==> src/rtl/exe_stage.sv <==
// rtl/exe_stage.sv - ARM execute stage: operand forwarding, operand-2 shifter, ALU, NZCV register, branch target
// Only the status register is clocked; every other output is combinational from the ID/EXE inputs.
module exe_stage (
  input  logic        clk,
  input  logic        rst,
  input  logic        freeze,
  input  logic        wb_en_in,
  input  logic        mem_r_en_in,
  input  logic        mem_w_en_in,
  input  logic        b_in,
  input  logic        s_in,
  input  logic [3:0]  exe_cmd,
  input  logic [31:0] pc,
  input  logic [31:0] val_rn,
  input  logic [31:0] val_rm,
  input  logic        imm,
  input  logic [11:0] shift_operand,
  input  logic [23:0] signed_imm_24,
  input  logic [1:0]  sel_src1,
  input  logic [1:0]  sel_src2,
  input  logic [31:0] mem_fwd_val,
  input  logic [31:0] wb_fwd_val,
  output logic [31:0] alu_res,
  output logic [31:0] st_val,
  output logic        wb_en,
  output logic        mem_r_en,
  output logic        mem_w_en,
  output logic        branch_taken,
  output logic [31:0] branch_addr,
  output logic [3:0]  sr
);

  logic [3:0]  sr_q, sr_d;
  logic [31:0] op_a, op_m, val2;
  logic [63:0] rot_imm_w, ror_w;
  logic [31:0] add_b, res;
  logic [32:0] sum;
  logic        cin, arith, upd, c_n, v_n;
  logic [3:0]  flags;

  always_comb begin
    case (sel_src1)
      2'b01:   op_a = mem_fwd_val;
      2'b10:   op_a = wb_fwd_val;
      default: op_a = val_rn;
    endcase
    case (sel_src2)
      2'b01:   op_m = mem_fwd_val;
      2'b10:   op_m = wb_fwd_val;
      default: op_m = val_rm;
    endcase
  end

  // Rotates are done by shifting a doubled word so the low half wraps around.
  assign rot_imm_w = {2{24'b0, shift_operand[7:0]}} >> {shift_operand[11:8], 1'b0};
  assign ror_w     = {op_m, op_m} >> shift_operand[11:7];

  always_comb begin
    val2 = op_m;
    if (mem_r_en_in || mem_w_en_in) begin
      val2 = {20'b0, shift_operand};
    end else if (imm) begin
      val2 = rot_imm_w[31:0];
    end else begin
      case (shift_operand[6:5])
        2'b00:   val2 = op_m << shift_operand[11:7];
        2'b01:   val2 = op_m >> shift_operand[11:7];
        2'b10:   val2 = $unsigned($signed(op_m) >>> shift_operand[11:7]);
        default: val2 = ror_w[31:0];
      endcase
    end
  end

  // Subtracts reuse the adder as A + ~Val2 + carry-in, so C comes out as NOT borrow.
  always_comb begin
    res   = '0;
    add_b = val2;
    cin   = 1'b0;
    arith = 1'b0;
    upd   = 1'b1;
    c_n   = sr_q[1];
    v_n   = sr_q[0];
    case (exe_cmd)
      4'b0001: res = val2;
      4'b1001: res = ~val2;
      4'b0010: arith = 1'b1;
      4'b0011: begin arith = 1'b1; cin = sr_q[1]; end
      4'b0100: begin arith = 1'b1; add_b = ~val2; cin = 1'b1; end
      4'b0101: begin arith = 1'b1; add_b = ~val2; cin = sr_q[1]; end
      4'b0110: res = op_a & val2;
      4'b0111: res = op_a | val2;
      4'b1000: res = op_a ^ val2;
      default: upd = 1'b0;
    endcase
    sum = {1'b0, op_a} + {1'b0, add_b} + {32'b0, cin};
    if (arith) begin
      res = sum[31:0];
      c_n = sum[32];
      v_n = (op_a[31] == add_b[31]) && (res[31] != op_a[31]);
    end
    flags = upd ? {res[31], res == '0, c_n, v_n} : sr_q;
    sr_d  = (s_in && !freeze) ? flags : sr_q;
  end

  always_ff @(posedge clk or posedge rst) begin
    if (rst) sr_q <= 4'b0000;
    else     sr_q <= sr_d;
  end

  assign alu_res      = res;
  assign st_val       = op_m;
  assign wb_en        = wb_en_in;
  assign mem_r_en     = mem_r_en_in;
  assign mem_w_en     = mem_w_en_in;
  assign branch_taken = b_in;
  assign branch_addr  = pc + {{6{signed_imm_24[23]}}, signed_imm_24, 2'b00};
  assign sr           = sr_q;

endmodule
==> config.mk <==
export PLATFORM = sky130hd
export DESIGN_NAME = exe_stage
export DESIGN_NICKNAME = d
export VERILOG_FILES = /design/src/rtl/exe_stage.sv
export SDC_FILE = /design/constraint.sdc
export NUM_CORES = 1
export LEC_CHECK = 0
export ABC_CLOCK_PERIOD_IN_PS = 24300
export CORE_ASPECT_RATIO = 1.4
export CORE_MARGIN = 2
export CORE_UTILIZATION = 35
export CTS_BUF_LIST = sky130_fd_sc_hd__clkbuf_4 sky130_fd_sc_hd__clkbuf_8 sky130_fd_sc_hd__clkbuf_16
export DETAILED_ROUTE_END_ITERATION = 16
export HOLD_SLACK_MARGIN = 0.12
export SLEW_MARGIN = 20
export SYNTH_ARGS = -nofsm -noshare
export SYNTH_HDL_FRONTEND = slang
export SYNTH_SLANG_ARGS = --single-unit
==> constraint.sdc <==
create_clock -name clk -period 24.3 [get_ports clk]
set_input_delay 6.075 -clock clk [delete_from_list [all_inputs] [get_ports clk]]
set_output_delay 6.075 -clock clk [all_outputs]
set_load 0.05 [all_outputs]
==> flow_summary_export.csv <==
group,metric,value,unit
placed_design,hpwlAfterDp,63.9,mm
cts,postCtsHoldBufs,0,
power_and_ir_drop,sw_frac_of_total,62.3,%
grt,track_usage,39.0,%
grt,grt_max_degree,81,
routing,viasPerCell,6.78,
critical_path,cpPeakStageDelay,0.86,ns
placed_design,place_congestion,1.09,
floorplan,initial_core_util,35.3,%
finish,instances_no_fill,2708,
grt,grt_pass1_vias,17800,
cts,cts.repair.resized,0,
power_and_ir_drop,p_seq_share,1.4,%
finish,nNetsFinal,2523,
critical_path,cp-end-kind,"primary output",
power_and_ir_drop,power_density,39.6,mW/mm²
yosys,synth_area,0.0138,mm²
sta,worst_slew_pin_slew,1.27,ns
finish,final_common_cell,"clkdlybuf4s50_1",
power_and_ir_drop,combPwrFrac,94.9,%
cts,postCtsSetupRepairBufs,0,
routing,drc,0,
routing,wl_per_cell,30.7,µm
yosys,ys_warn_count,0,
sta,setup_violations,0,
routing,ant_nets,0,
sta,drv_slew,0,
sta,hold_viol,0,
floorplan,top_level_ports,317,
cts,cts_tree,"built",
sta,max_freq,49.2,MHz
yosys,ys_seq_area_share,0.723,%
critical_path,crit_buf_inv,6,
cts,cts_max_level,1,
floorplan,die_y,239,µm
critical_path,cp.required,18.22,ns
sta,holdWs,0.483,ns
floorplan,die_w,172,µm
finish,layout_common_cells,"302 x clkdlybuf4s50_1, 194 x nand2_1, 177 x nor2_1, 141 x o21ai_0, 136 x a21oi_1",
cts,cts_num_sinks,4,
cts,insertion_delay,0.23,ns
power_and_ir_drop,power.switching,428,µW
grt,antenna_found_initial,3,
min_path,holdCritPathClass,"reg2reg",
sta,finalCriticalPeriod,20.34,ns
finish,fin_util,44.4,%
sta,slew_headroom,15.6,%
routing,route.vias.total,18400,
routing,drt_iter0_drc,2227,
yosys,synth.avg_cell_area,7.04,µm²
sta,skew,0.000660,ns
critical_path,critPathKind,"in2out",
critical_path,cp_slowest_cell,"clkdlybuf4s50_1",
yosys,synth_edf_count,0,
routing,firstDrtPassIters,6,
sta,grt_setup_unrepaired,"no",
placed_design,dp_cells,2700,
critical_path,worstPathArrival,14.26,ns
power_and_ir_drop,pwr-share-clk,3.8,%
grt,grt_overflow,0,
sta,fin_setup_tns,0,ns
power_and_ir_drop,ir_drop,0.0608,mV
yosys,synth.ff_latch_count,4,
yosys,synth_ff_type,"dfrtp_1",
floorplan,core_area,0.0392,mm²
sta,period_share,83.7,%
power_and_ir_drop,internal-power,259,µW
job,drv_cap,0,
critical_path,crit_family,"compound AO/OA/AOI/OAI gates",
min_path,hold_depth,2,
critical_path,rr_worst_depth,17,
finish,largest_register_ffs,4,
cts,numCtsBuffers,3,
yosys,syn-instance-count,1966,
floorplan,placementRows,86,
yosys,synthArstFlopShare,100,%
yosys,synth_nets,2310,
outcome,outcome,"finished, final reports clean",
cts,root_buffer,"clkbuf_16",
placed_design,port_buffers,308,
yosys,synth.distinct_cells,100,
cts,cts_buffer_depth,2,
finish,area_delta_synth_final,25.5,%
power_and_ir_drop,leakagePower,0.00706,µW
floorplan,dieArea,0.0412,mm²
critical_path,cp-start-kind,"input port",
critical_path,path_max_fanout,80,
cts,clkTransAtPathRegs,0.03,ns
grt,grt_pass1_wl,118,mm
critical_path,crit_cells,26,
finish,drive_gt1_share,9.14,%
routing,wl,83.0,mm
-- worst register-to-register path: stages, from the launching register on --
cell and delay [ns]:
dfrtp_1 0.41, nor2b_1 0.12, nor3_1 0.08, fa_1 0.47, fa_1 0.44, a211oi_1 0.35, o21ai_0 0.19, nand4_1 0.18
a21boi_0 0.13, o21ai_0 0.14, or3b_2 0.47, a31oi_1 0.27, o211ai_1 0.23, or4_1 0.63, nor4_1 0.28, and4b_1 0.35
nand4_1 0.15, nand2_1 0.10
-- layer usage --
metal,global-route usage [%],vias to the layer above,routed length [µm]
li1,-,7951,-
met1,42.5,8692,27500
met2,67.0,1369,39700
met3,8.00,352,8270
met4,27.5,0,7560
met5,0,-,0
-- metrics by stage --
stage / total power [µW] / worst slack (ns) / cell area (µm²)
final: 687 / 3.96 / 17400
after global routing: 717 / 3.55 / 17400
after CTS: 666 / 4.09 / 17300
after detailed placement: 637 / 4.13 / 17300
after global placement: 635 / 4.19 / 17300
after floorplan: 414 / 6.53 / 13800
-- cell type report --
cell class / count / area (µm²)
Antenna cell: 3 / 7.51
Clock buffer: 3 / 75.1
Fill cell: 4125 / 21800
Inverter: 99 / 372
Multi-Input combinational cell: 1711 / 12700
Sequential cell: 4 / 100
Tap cell: 528 / 661
Timing Repair Buffer: 360 / 3440
-- power groups by stage --
stage               logic (µW)  registers [µW]  clock network, µW
finish                     652            9.54               25.8
global route               680            9.74               26.3
CTS                        630            9.64               25.9
detailed placement         627            9.65                  0
global placement           625            9.63                  0
floorplan                  399            14.8                  0
-- synthesized netlist by cell type, drive strengths merged (20+ instances only) --
master	n	area [µm²]
nand2	195	734
nor2	181	684
o21ai	147	747
a21oi	137	689
ha	128	1600
inv	99	372
clkbuf	86	323
a22oi	77	583
buf	66	368
mux2i	62	637
nand3	59	313
mux4	54	1240
xnor2	53	464
nor3	46	235
mux2	43	484
a22o	38	333
xor2	38	333
a21o	31	233
a221oi	31	272
o22ai	28	175
o211ai	25	188
nor2b	21	131
a211oi	20	155
o221ai	20	175
-- final timing paths --
| kind | endpoint | startpoint | slack [ns] |
|---|---|---|---|
| max | alu_res[30] | sel_src2[0] | 3.96 |
| min | sr[2] | sr[2] | 0.48 |
| max reg2reg | sr[2] | sr[1] | 19.25 |
| min reg2reg | sr[2] | sr[2] | 0.48 |
| max in group asynchronous | sr[0] | rst | 18.09 |
| min in group asynchronous | sr[3] | rst | 6.05 |
-- cells by family (layout without fill, tap and decap cells) --
kind of cell	Yosys count	count (layout)	share of synthesized area, %
AOI/OAI and AO/OA	731	731	36.9
xor gates and xnor gates	91	91	5.76
adders and majority gates	131	131	12.0
buffers and inverters	251	462	7.68
DFF	4	4	0.723
muxes	159	159	17.1
other	0	3	0
and+or+nand+nor	599	599	19.8
No activity file was read; power rests on OpenSTA's default activity.
==> RTL change 1: new RTL, config.mk and constraints unchanged <==
Put a register stage on the output `mem_r_en`. The value now appears one clock later. The other outputs are not delayed to match.
--- a/src/rtl/exe_stage.sv
+++ b/src/rtl/exe_stage.sv
@@ -110,7 +110,9 @@
   assign alu_res      = res;
   assign st_val       = op_m;
   assign wb_en        = wb_en_in;
-  assign mem_r_en     = mem_r_en_in;
+  always_ff @(posedge clk) begin
+    mem_r_en <= mem_r_en_in;
+  end
   assign mem_w_en     = mem_w_en_in;
   assign branch_taken = b_in;
   assign branch_addr  = pc + {{6{signed_imm_24[23]}}, signed_imm_24, 2'b00};
Formal check against the unedited RTL: not equivalent (Yosys sat finds a counterexample within 4 cycles, from zero or initial values and one cycle with rst high).
==> RTL change 1 against the original RTL <==
  * Register-to-register slack worse by 310 ps
  * Global-route usage increased by 4.6 points
  * Cell area about the same
  * Power rose by 2.3%
  * Synthesized area about the same
  * Wire length grew 10%
  * Setup slack got worse by 830 ps
  * Critical endpoint is now alu_res[31]
  * Count of clock-buffer cells in the layout unchanged
  * Sequential cell count up 1
  * First-iteration DRC count is 6.7% higher
==> RTL change 1: results (changes against the original RTL) <==
- Nets: 2536 (was 2523)
- Min-Delay Path Class: reg -> reg (unchanged)
- Outcome: finished, final reports clean (unchanged)
- Worst Max-Slew Pin Slew: 1170 ps (was 1270 ps)
- Synth unique cells: 87 (was 100)
- Vias: 18708 (was 18364)
- P_leak: 6.85 nW (was 7.06 nW)
- First-pass GRT wire length: 129000 um (was 118000 um)
- Min Hold Slack: 493 ps (was 483 ps)
- Pre-antenna DRT Iters: 9 (was 6)
- Routed wire per std cell: 33.7 um (was 30.7 um)
- Async S/R FF share, synth: 0.800 (was 1.00)
- Layout cells sized above 1: 0.0890 (was 0.0914)
- Tot GR Track Use: 0.436 (was 0.390)
- Filler cells: 4139 (was 4125)
- IO Port Bufs: 308 (unchanged)
- Non-Filler Instances: 2720 (was 2708)
- Dpl hpwl: 71100 um (was 63900 um)
- Flops & latches, synth: 5 (was 4)
- Gp weighted congestion: 1.07 (was 1.09)
- Slack of the worst reg-to-reg path: 18940 ps (was 19250 ps)
- Post-route cell area: 17400 um2 (about the same)
- Place WS: 3420 ps (was 4130 ps)
- Largest net degree at the start of global routing: 66 (was 81)
- Slowest stage delay, CP: 840 ps (was 860 ps)
- Placed cells: 2712 (was 2700)
- CTS Buf Count: 3 (unchanged)
- Initial DRC Count: 2377 (was 2227)
- Synth top area cells: ha_1 12%, mux4_2 7.5%, a22oi_1 5.6% (was ha_1 12%, mux4_2 7.6%, nand2_1 5.3%)
- Initial antenna violation count: 4 (was 3)
- Syn Nets: 2326 (was 2310)
- Seq/Total Area, Yosys: 0.00868 (was 0.00723)
- Clk_skew: 0.246 ps (was 0.660 ps)
==> RTL change 1: cell types whose count changed after synthesis, sizes merged, moves of 10 or more <==
cell,change
nand3,-10
nand2,-14
xor2,-14
a31oi,+15
a22oi,+26
xnor2,+22
==> RTL change 1: layout make-up <==
cell class	instances	share of cell area
multi-input cells	1725	0.731
repair buffers	357	0.197
inverters	100	0.0216
clock inverters	1	0.000288
flip-flops and latches	5	0.00692
well taps	528	0.0381
diodes	1	0.000144
clock buffers	3	0.00432
==> RTL change 1: kinds of logic after synthesis <==
logic type	count (synthesis)	share of synthesized area
compound gates	767	0.387
mux	147	0.152
buf+inv	252	0.0778
flops	5	0.00868
simple gates	581	0.192
fa+ha+maj	131	0.120
xor+xnor	99	0.0632
==> RTL change 1: report_power, final <==
group	internal (mW)	switching (mW)	leakage, nW	total (mW)
sequential	0.00993	0.00171	0.0606	0.0116
combinational	0.228	0.436	6.75	0.664
clock	0.0215	0.00572	0.0409	0.0272
total	0.259	0.444	6.85	0.703
==> RTL change 1: worst paths after layout <==
path,from,endpoint,cells after the start
setup / recovery,sel_src2[0],alu_res[31],25
hold / removal,sr[2],sr[2],2
min in group asynchronous,rst,sr[0],2
hold reg to reg,sr[2],sr[2],2
setup reg to reg,sr[1],sr[2],17
max in group asynchronous,rst,sr[1],2
==> RTL change 1: worst min-delay path, stage by stage (launching register included) <==
cell and delay (ps):
dfrtp_1 360, nand2_1 50, nand2_1 50
==> RTL change 1: metal layers <==
layer	vias up	part of all wire	track usage
met2	1306	0.45	0.691
met4	4	0.10	0.367
met3	396	0.097	0.119
met1	9005	0.35	0.481
li1	7997	-	-
met5	-	0.00035	0
==> RTL change 2: new RTL, same flow settings <==
Made on the original files. Make the reset (`rst`) synchronous in one clocked block.
--- a/src/rtl/exe_stage.sv
+++ b/src/rtl/exe_stage.sv
@@ -102,7 +102,7 @@
     sr_d  = (s_in && !freeze) ? flags : sr_q;
   end
 
-  always_ff @(posedge clk or posedge rst) begin
+  always_ff @(posedge clk) begin
     if (rst) sr_q <= 4'b0000;
     else     sr_q <= sr_d;
   end
Formal check against the unedited RTL: not equivalent (a bounded check fails within 4 cycles, from zero or initial values and one cycle with rst high; the reset may be asserted at any time).
==> RTL change 2 against the original RTL <==
  * Sequential cell count is the same
  * Synthesized cell count shrank 3.4%
  * Die area grew 0.52%
  * Cell area grew 0.66%
  * Via count shrank 2.1%
  * Setup slack lost 520 ps
  * Wire length grew 2.8%
  * Synthesized area grew 0.52%
  * Largest cell class unchanged
  * Power shrank 0.14%
  * Utilization grew 0.17 points
  * Largest power group unchanged
  * Register-to-register slack lost 310 ps
  * Clock skew grew 4.5 ps
  * Maximum frequency shrank 2.5%
==> RTL change 2: results (changes against the original RTL) <==
- Outcome: finished, final reports clean (unchanged)
- Largest net degree at the start of global routing: 65 (was 81)
- Vias in the first global route: 17350 (was 17774)
- Met2 wire len: 39000 um (was 39700 um)
- Ant. Diodes: 1 (was 3)
- Worst Max-Slew Pin Slew: 1290 ps (was 1270 ps)
- Reg2reg start: sr[1] (unchanged)
- Sequential share of cell area: 0.00458 (was 0.00576)
- Worst EP arrival: 14780 ps (was 14260 ps)
- Commonest cells post-synth: 158 x nand2_1, 144 x o21ai_0, 136 x nor2_1 (was 194 x nand2_1, 179 x nor2_1, 142 x o21ai_0)
- Slack of the worst reg-to-reg path: 18940 ps (was 19250 ps)
- Max VDD drop: 0.0321 mV (was 0.0608 mV)
- Initial antenna violation count: 1 (was 3)
- Syn Nets: 2243 (was 2310)
- Number of non-clock buffers: 370 (was 360)
- HP Start: sr[0] (was sr[2])
- PD cells: 39.2 nW/um2 (was 39.6 nW/um2)
- Seq/Total Area, Yosys: 0.00576 (was 0.00723)
- Dpl hpwl: 67000 um (was 63900 um)
- Post-DP Area: 17400 um2 (was 17300 um2)
- Gp weighted congestion: 1.10 (was 1.09)
- Async S/R FF share, synth: 0 (was 1.00)
- Vias/cell: 6.80 (was 6.78)
- Combinational share of power: 0.952 (was 0.949)
- Synth unique cells: 93 (was 100)
- Critical Path Fanout Max: 52 (was 80)
- Area taken by multi-input logic gates: 12700 um2 (about the same)
- Filler cells: 4046 (was 4125)
- Clk_skew: 5.16 ps (was 0.660 ps)
- Slowest stage delay, CP: 710 ps (was 860 ps)
- Routed wire length: 85300 um (was 83000 um)
==> RTL change 2: cell count changes after synthesis, moves of 17 or more <==
cell	delta
mux2_2	-17
nor2_1	-43
nand3_1	-21
mux4_2	+23
nand2_1	-36
a21oi_1	-21
inv_1	+22
==> RTL change 2: cells by family after synthesis <==
logic type / after synthesis / synth area share
AO/OA/AOI/OAI: 738 / 0.374
AND/OR/NAND/NOR: 495 / 0.167
buffers and inverters: 275 / 0.0861
multiplexers: 157 / 0.185
adder cells (fa/ha/maj): 131 / 0.119
XOR/XNOR: 99 / 0.0623
flip-flops: 4 / 0.00576
==> RTL change 2: per-stage QoR <==
| stage | hold WS [ps] | setup WS (ps) | util | std cells |
|---|---|---|---|---|
| 2_1_floorplan | 663 | 5740 | - | 1899 |
| 3_3_place_gp | 443 | 3550 | 0.443 | 2641 |
| 3_5_place_dp | 450 | 3280 | 0.443 | 2642 |
| 4_1_cts | 454 | 3240 | 0.445 | 2645 |
| 5_1_grt | 468 | 3050 | 0.445 | 2645 |
| 6_report | 450 | 3440 | 0.445 | 2646 |
==> RTL change 2: worst register-to-register path, stage by stage (launching register included) <==
cell and delay, ps:
dfxtp_1 340, inv_1 80, a221oi_1 830, fa_1 400, fa_1 250, a211oi_1 120
o21ai_0 400, a31oi_1 210, o21bai_1 200, xnor2_1 160, o221ai_1 190, or4b_2 700
nor3_1 200, nand4_1 130, or4_1 520, nor4_2 180, nand4bb_1 140, o31ai_2 230
==> RTL change 2: routing by layer <==
metal,global-route usage,up-vias
met5,0,-
met4,0.314,0
met1,0.457,8646
met3,0.0719,317
met2,0.657,1241
li1,-,7781
